**src/rtl/fb_serializer_if.sv**
```systemverilog
// Frame-in / lane-stream-out bundle for fb_serializer.
// The DUT uses the slave modport; the producer/consumer side uses master.
interface fb_serializer_if #(
  parameter int unsigned DATA_WIDTH  = 16,
  parameter int unsigned NOF_CHANNEL = 128
);
  localparam int unsigned LANES   = NOF_CHANNEL / 2;
  localparam int unsigned IDX_W   = $clog2(LANES);
  localparam int unsigned FRAME_W = DATA_WIDTH * LANES;
  localparam int unsigned CNT_W   = 16;

  logic [FRAME_W-1:0]    data_in;
  logic                  data_in_valid;
  logic [DATA_WIDTH-1:0] data_out;
  logic                  data_out_valid;
  logic                  data_out_ready;
  logic [IDX_W-1:0]      chan_idx;
  logic                  data_out_first;
  logic                  data_out_last;
  logic                  overflow;
  logic [CNT_W-1:0]      drop_cnt;

  modport slave (
    input  data_in, data_in_valid, data_out_ready,
    output data_out, data_out_valid, chan_idx, data_out_first, data_out_last,
           overflow, drop_cnt
  );

  modport master (
    output data_in, data_in_valid, data_out_ready,
    input  data_out, data_out_valid, chan_idx, data_out_first, data_out_last,
           overflow, drop_cnt
  );
endinterface

```
**src/rtl/fb_serializer.sv**
```systemverilog
// Ping-pong buffered serializer: packed per-lane frame in, one lane per cycle out.
// Frames arriving while both buffers are occupied are dropped and counted.
module fb_serializer #(
  parameter int unsigned DATA_WIDTH  = 16,
  parameter int unsigned NOF_CHANNEL = 128
) (
  input  logic           clk_data,
  input  logic           rst,
  fb_serializer_if.slave bus
);
  localparam int unsigned LANES = NOF_CHANNEL / 2;
  localparam int unsigned IDX_W = $clog2(LANES);
  localparam int unsigned CNT_W = 16;
  localparam logic [IDX_W-1:0] LAST_LANE = IDX_W'(LANES - 1);
  localparam logic [CNT_W-1:0] CNT_MAX   = {CNT_W{1'b1}};

  typedef logic [LANES-1:0][DATA_WIDTH-1:0] frame_t;
  typedef enum logic [1:0] {
    ST_EMPTY = 2'd0,
    ST_ONE   = 2'd1,
    ST_FULL  = 2'd2
  } state_e;

  state_e           state_q, state_d;
  frame_t           frame_q [2];
  frame_t           frame_d [2];
  logic             wr_sel_q, wr_sel_d;
  logic             rd_sel_q, rd_sel_d;
  logic [IDX_W-1:0] lane_q, lane_d;
  logic             overflow_q, overflow_d;
  logic [CNT_W-1:0] drop_cnt_q, drop_cnt_d;

  logic   out_valid;
  logic   transfer;
  logic   rel;
  logic   acc;
  frame_t rd_frame;

  always_ff @(posedge clk_data or negedge rst) begin
    if (!rst) begin
      state_q    <= ST_EMPTY;
      frame_q[0] <= '0;
      frame_q[1] <= '0;
      wr_sel_q   <= 1'b0;
      rd_sel_q   <= 1'b0;
      lane_q     <= '0;
      overflow_q <= 1'b0;
      drop_cnt_q <= '0;
    end else begin
      state_q    <= state_d;
      frame_q[0] <= frame_d[0];
      frame_q[1] <= frame_d[1];
      wr_sel_q   <= wr_sel_d;
      rd_sel_q   <= rd_sel_d;
      lane_q     <= lane_d;
      overflow_q <= overflow_d;
      drop_cnt_q <= drop_cnt_d;
    end
  end

  // Occupancy FSM, buffer write and lane/read-pointer advance.
  always_comb begin
    state_d    = state_q;
    frame_d[0] = frame_q[0];
    frame_d[1] = frame_q[1];
    wr_sel_d   = wr_sel_q;
    rd_sel_d   = rd_sel_q;
    lane_d     = lane_q;
    overflow_d = overflow_q;
    drop_cnt_d = drop_cnt_q;

    out_valid = (state_q != ST_EMPTY);
    transfer  = out_valid & bus.data_out_ready;
    rel       = transfer & (lane_q == LAST_LANE);
    // A releasing slot can take the incoming frame in the same cycle.
    acc       = bus.data_in_valid & ((state_q != ST_FULL) | rel);

    if (acc) begin
      if (wr_sel_q) frame_d[1] = bus.data_in;
      else          frame_d[0] = bus.data_in;
      wr_sel_d = ~wr_sel_q;
    end else if (bus.data_in_valid) begin
      overflow_d = 1'b1;
      if (drop_cnt_q != CNT_MAX) drop_cnt_d = drop_cnt_q + CNT_W'(1);
    end

    if (rel) begin
      lane_d   = '0;
      rd_sel_d = ~rd_sel_q;
    end else if (transfer) begin
      lane_d = lane_q + IDX_W'(1);
    end

    case (state_q)
      ST_EMPTY: if (acc) state_d = ST_ONE;
      ST_ONE: begin
        if (acc && !rel)      state_d = ST_FULL;
        else if (rel && !acc) state_d = ST_EMPTY;
      end
      ST_FULL:  if (rel && !acc) state_d = ST_ONE;
      default:  state_d = ST_EMPTY;
    endcase
  end

  // Outputs decode registered state only; no path from ready or data_in.
  assign rd_frame           = rd_sel_q ? frame_q[1] : frame_q[0];
  assign bus.data_out_valid = (state_q != ST_EMPTY);
  assign bus.data_out       = bus.data_out_valid ? rd_frame[lane_q] : '0;
  assign bus.chan_idx       = lane_q;
  assign bus.data_out_first = bus.data_out_valid & (lane_q == '0);
  assign bus.data_out_last  = bus.data_out_valid & (lane_q == LAST_LANE);
  assign bus.overflow       = overflow_q;
  assign bus.drop_cnt       = drop_cnt_q;
endmodule

```
**src/flat_wrapper.sv**
```systemverilog
// flat-port wrapper written by rule: the top's interface ports become plain ports
module fb_serializer_flat 
#(
  parameter int unsigned DATA_WIDTH  = 16,
  parameter int unsigned NOF_CHANNEL = 128
)
  (clk_data, rst, bus_data_in, bus_data_in_valid, bus_data_out_ready, bus_data_out, bus_data_out_valid, bus_chan_idx, bus_data_out_first, bus_data_out_last, bus_overflow, bus_drop_cnt);
  fb_serializer_if #(.DATA_WIDTH(DATA_WIDTH), .NOF_CHANNEL(NOF_CHANNEL)) bus_i ();
  input  logic clk_data;
  input  logic rst;
  input wire logic [$bits(bus_i.data_in)-1:0] bus_data_in;
  input wire logic [$bits(bus_i.data_in_valid)-1:0] bus_data_in_valid;
  input wire logic [$bits(bus_i.data_out_ready)-1:0] bus_data_out_ready;
  output wire logic [$bits(bus_i.data_out)-1:0] bus_data_out;
  output wire logic [$bits(bus_i.data_out_valid)-1:0] bus_data_out_valid;
  output wire logic [$bits(bus_i.chan_idx)-1:0] bus_chan_idx;
  output wire logic [$bits(bus_i.data_out_first)-1:0] bus_data_out_first;
  output wire logic [$bits(bus_i.data_out_last)-1:0] bus_data_out_last;
  output wire logic [$bits(bus_i.overflow)-1:0] bus_overflow;
  output wire logic [$bits(bus_i.drop_cnt)-1:0] bus_drop_cnt;
  assign bus_i.data_in = bus_data_in;
  assign bus_i.data_in_valid = bus_data_in_valid;
  assign bus_i.data_out_ready = bus_data_out_ready;
  assign bus_data_out = bus_i.data_out;
  assign bus_data_out_valid = bus_i.data_out_valid;
  assign bus_chan_idx = bus_i.chan_idx;
  assign bus_data_out_first = bus_i.data_out_first;
  assign bus_data_out_last = bus_i.data_out_last;
  assign bus_overflow = bus_i.overflow;
  assign bus_drop_cnt = bus_i.drop_cnt;
  fb_serializer #(.DATA_WIDTH(DATA_WIDTH), .NOF_CHANNEL(NOF_CHANNEL)) u_core (.clk_data(clk_data), .rst(rst), .bus(bus_i));
endmodule
```
**config.mk**
```make
export PLATFORM = sky130hd
export DESIGN_NAME = fb_serializer_flat
export DESIGN_NICKNAME = d
export VERILOG_FILES = /design/src/rtl/fb_serializer_if.sv /design/src/rtl/fb_serializer.sv /design/src/flat_wrapper.sv
export SDC_FILE = /design/constraint.sdc
export NUM_CORES = 2
export LEC_CHECK = 0
export ABC_AREA = 1
export CAP_MARGIN = 30
export CORE_MARGIN = 10
export CORE_UTILIZATION = 28
export DETAILED_ROUTE_END_ITERATION = 8
export GPL_ROUTABILITY_DRIVEN = 1
export GPL_TIMING_DRIVEN = 0
export REMOVE_ABC_BUFFERS = 1
export SLEW_MARGIN = 10
export SYNTH_ARGS = -nofsm -noshare
export SYNTH_HDL_FRONTEND = slang
export SYNTH_SLANG_ARGS = --single-unit
```
**constraint.sdc**
```tcl
create_clock -name clk_data -period 2.1 [get_ports clk_data]
set_input_delay 0.21 -clock clk_data [delete_from_list [all_inputs] [get_ports clk_data]]
set_output_delay 0.21 -clock clk_data [all_outputs]
set_load 0.01 [all_outputs]
```
-- Word-level counts from Yosys, hierarchy flattened
Index checks and enable logic that the tools add are counted.
- input bits: 1028
- logic and storage cells: 178
- output and inout bits: 42
- register bits after elaboration: 2075
- equal/unequal tests: 8
- bitwise operators: 9
- order comparisons: 1
- add/sub/neg operators: 2
- muxes and demuxes: 11
- reduce and logical (&&, ||, !) cells: 13
- operator list (cell ; count):
    two-way mux 1024 bit ; 1
    binary-select mux 16 bit (select 6 bit) ; 1
    two-way mux 16 bit ; 2
    adder 16 x 1 -> 16 bit (second input constant) ; 1
    != test 16 bit (second input constant) ; 1
    two-way mux 6 bit ; 2
    two-way mux 2 bit ; 4
    less-than comparator 6 x 7 -> 1 bit (second input constant) ; 1
    adder 6 x 1 -> 6 bit (second input constant) ; 1
    == test 6 bit (second input constant) ; 1
    logical NOT 6 bit ; 1
    one-hot mux 2 bit (3 select lines) ; 1
    AND reduction 2 bit ; 3
    AND reduction 3 bit ; 2
    AND 1 bit ; 5
    != test 2 x 1 -> 1 bit (second input constant) ; 2
    nonzero test 2 bit ; 2
    != test 3 x 1 -> 1 bit (second input constant) ; 1
    inverter 1 bit ; 3
    == test 2 x 1 -> 1 bit (second input constant) ; 1
    == test 2 bit (second input constant) ; 1
    logical AND 1 bit ; 2
    logical NOT 1 bit ; 2
    logical NOT 2 bit ; 1
    other kinds (2) ; 2

-- Logic depth before layout (Yosys ltp)
- depth in word-level cells: 10
- gate-level depth with buffers: 15
- depth with buffers taken out: 11

-- Least setup slack after synthesis
No wires, ideal clock.
- path kind: register -> output
- start: register u_core.lane_q[0], in the netlist u_core.bus.chan_idx[0]
- end: output bus_data_out[5]
- stages on the path, launching flop included: 13
- data arrival time: 1.908 ns
- buffers on the path: 4
- setup slack: -0.018 ns
- required time: 1.890 ns
- path through: dfrtp_1 > buf_2 > buf_2 > clkbuf_1 > buf_1 > nand3_1 > nand3_1 > nand3_1 > nand2_1 > nand2_1 > nand3_1 > o21bai_1 > nor2_1
- longest elaborated chain between the ends: 3
- RTL lines (item ; line ; source):
    from (decl) ; fb_serializer.sv:29 ; logic [IDX_W-1:0] lane_q, lane_d;
    from (signal assigned) ; fb_serializer.sv:55 ; lane_q <= lane_d;
    binary-select mux 16 bit (select 6 bit) ; fb_serializer.sv:108 ; assign bus.data_out = bus.data_out_valid ? rd_frame[lane_q] : '0;
    two-way mux 16 bit (not written as such) ; fb_serializer.sv:108 ;
    two-way mux 16 bit ; fb_serializer.sv:108 ;
    to (decl) ; flat_wrapper.sv:14 ; output wire logic [$bits(bus_i.data_out)-1:0] bus_data_out;
No other way between the ends. The select of a mux whose other input is x is not followed.

-- Worst setup path in the final report
- start: register u_core.lane_q[0], in the netlist u_core.bus.chan_idx[0]
- end: output bus_data_out[6]
Same word-level chain as after synthesis.

==> metrics.txt <==
status complete, but fails checks; failing checks negative hold slack, negative setup slack; vias in the first global route 94,151; Layout Skew 0.0953 ns; final hold vios 214; die area 390,000 µm²; H-tree Lvls 4; Slew headroom 31.8%; Post-route DRC 0; gr usage total 22.0%; WHS -0.780 ns; Synth Register Bits 2,075; leakage 0.0706 µW; worst reg2reg endpoint u_core.frame_q[1396]; total CTS buffers 243; CP required 1.89 ns; worst reg2reg setup slack -1.73 ns; mapped cell area 102,000 µm²; Crit. End Element output pin; WP depth 14; Routed Antenna Nets 0; Fmax achieved 0.253 GHz; Tmin final 3.95 ns; worst skew pair latency 0.98 ns; Pre-antenna DRT Iters 6; Starting Density 28.1%; max-cap violations 0; sequential fraction of the synthesis area 50.7%; Layout area overhead 44.5%; worst-path maximum fanout 42; CP max-delay cell dfrtp_4; Die Wd 625 µm; setup violators final 2,516; CP dominant cell by count buf_16; final period utilization 188%; I/O Buffers 1,069; largest net degree at the start of global routing 155; antenna violations before repair 190; Synth cell types 32; PD cells 1550 nW/µm²; CP Capture Point bus_data_out[6]; worst hold path type in -> async; clock-pin slew on the worst setup and hold paths 0.06 ns; Mapped Cells 12,972; vias per cell 4.92; fin worst setup slack -1.85 ns; via count 99,353; CTS tree yes; Rows 222; CTS Root Cell clkbuf_16; die extent in y 625 µm; starting DRC count in detailed routing 10,773; Largest stage delay, worst path 0.51 ns; nets@finish 16,058; worst r2r src u_core.bus.chan_idx[0]; Tightest Pin Transition 1.02 ns; pre-CTS WS -3.89 ns; Clock Tree Buf Depth 4; CP startpoint u_core.bus.chan_idx[0]; IO Pins 1,070; Worst R2R Path Depth 19; core footprint 365,000 µm²; first-pass GRT wire length 649,000 µm; Routed WL 471,000 µm; Slew Limit Fails 0; WP buf/inv 6; Worst Setup Start Kind register; crit-path cells buf_16 > buf_16 > buf_4 > buf_16 > buf_16 > nand3_1 > nand3_1 > nand3_1 > nand2_1 > nand2_4 > nand3_4 > o21bai_4 > nor2_1 > buf_4; Crit path max-delay family buffers and inverters; final core occ 40.6%; RePlAce Congestion 0.788; RSZ-0062 raised after global routing true; Worst VDD drop 1080 µV; crit path DAT 3.74 ns; CTS Sinks 2,075; Remaining Overflow, GRT 0; DR WL/cell 23.3 µm; fill count 35,882; fraction of layout cells with a size suffix above 1 14.1%; DP Wirelength 255,000 µm; WS Path Type reg -> out; synthesis warning total 0; syn avg cell area 7.90 µm²
[metrics by stage]
stage                     instance area, µm²  setup TNS [ns]  hold slack [ns]  std cells  total power (µW)
after floorplan                        97300               -          -0.0856      12070             66200
after global placement                114000               -            0.458      17955             68700
after detailed placement              118000        -5195.87            0.290      18108            157000
after CTS                             144000        -2323.50           -0.742      19880            222000
after global routing                  148000        -2426.18           -0.735      20160            245000
final                                 148000        -1922.19           -0.780      20182            230000
[synth_stat cells, drive strengths merged]
cell type	count	share of area, %
nand3b	2	0.015
or2	1	0.0061
nand4	6	0.037
o211ai	130	0.95
a21oi	9	0.044
o21ai	2680	16
xnor2	1	0.0086
nor3	10	0.049
ha	5	0.061
o21bai	15	0.11
xor2	17	0.15
nor4	2	0.012
inv	1507	5.5
nand2	3536	13
buf	476	3.4
dfrtp	2075	51
clkinv	3	0.012
nor2	1174	4.3
clkbuf	426	1.6
nand3	897	4.4
[area by class of cell]
| cell class | instances | area, µm² | area share [%] |
|---|---|---|---|
| multi-input cells | 8489 | 41900 | 28.3 |
| clock inverters | 107 | 1150 | 0.780 |
| diodes | 134 | 335 | 0.227 |
| clock buffers | 345 | 6980 | 4.72 |
| well taps | 4816 | 6030 | 4.07 |
| repair buffers | 2698 | 33800 | 22.8 |
| inverters | 1510 | 5770 | 3.90 |
| flip-flops and latches | 2075 | 51900 | 35.1 |
| repair inverters | 8 | 110 | 0.0744 |
[how the worst min path moves through the flow]
stage,cells after the start,end,slack [ns]
2_1_floorplan,0,u_core.bus.chan_idx[0],-0.09
3_3_place_gp,2,u_core.frame_q[1959],0.46
3_5_place_dp,1,u_core.frame_q[225],0.29
4_1_cts,1,u_core.frame_q[1390],-0.74
5_1_grt,1,u_core.frame_q[225],-0.74
6_report,1,u_core.frame_q[1249],-0.78
[layout by cell type (no fill, tap or decap), types with 5 or more instances in the layout]
master	synthesis	final
inv_1	1506	1503
nand2_2	1	98
xor2_1	17	17
clkinv_2	1	60
clkinvlp_4	0	8
buf_8	0	15
buf_12	0	73
nor2_2	1	25
dlygate4sd3_1	0	1028
nand3_1	896	806
buf_16	0	211
o211ai_1	130	130
buf_4	11	140
inv_6	0	14
nand4_1	6	6
clkbuf_8	0	52
clkinv_16	0	7
nor3_1	10	9
o21ai_2	700	761
nand2_4	1	79
o21bai_4	0	9
dfrtp_4	0	5
clkbuf_16	0	317
nor2_4	2	27
nand2_1	3534	3358
clkbuf_1	426	50
dfrtp_1	2075	2070
nand3_2	1	64
o21ai_1	302	370
o21ai_0	1678	1546
clkdlybuf4s50_1	0	1051
bufinv_16	0	16
nor2_1	1171	1122
clkinv_4	0	7
diode_2	0	134
nand3_4	0	27
a21oi_1	9	9
buf_6	191	39
bufbuf_16	0	66
[kinds of logic (layout without fill, tap and decap cells)]
kind of cell	count (synthesis)	in the layout	synth area share, %
fa+ha+maj	5	5	0.0611
flops	2075	2075	50.7
simple gates	5628	5632	21.8
xor+xnor	18	18	0.154
compound gates	2834	2834	16.8
other cells	0	134	0
buf+inv	2412	4668	10.5
[power by group]
| part | total, µW | internal [µW] | switching [µW] |
|---|---|---|---|
| Clock | 43900 | 25200 | 18700 |
| Sequential | 69600 | 59200 | 10400 |
| Combinational | 116000 | 46200 | 70200 |
[state kept, by name, summed over array words and instances (netlist names)]
signal	cells
u_core.frame_q	2048
u_core.bus.drop_cnt	16
u_core.bus.chan_idx	6
u_core.state_q	2
u_core.bus.overflow	1
u_core.rd_sel_q	1
u_core.wr_sel_q	1
[metal layers]
layer | wire, µm | vias to the layer above | GRT usage, %
met2 | 219000 | 4273 | 35.8
met4 | 28600 | 6 | 11.4
met3 | 31400 | 1198 | 2.96
met1 | 192000 | 48433 | 28.6
met5 | 28 | - | 0
li1 | - | 45443 | -
[timing repair]
item | in CTS | in global routing
endpoints found under the hold margin | 2276 | 152
endpoints found under the setup margin | 2805 | 3186
gates cloned | 150 | 94
resized for setup | 504 | 446
setup buffers | 146 | 76
hold buffers | 1025 | 4
pin swaps | 100 | 100
(Power assumes the default switching activity.)
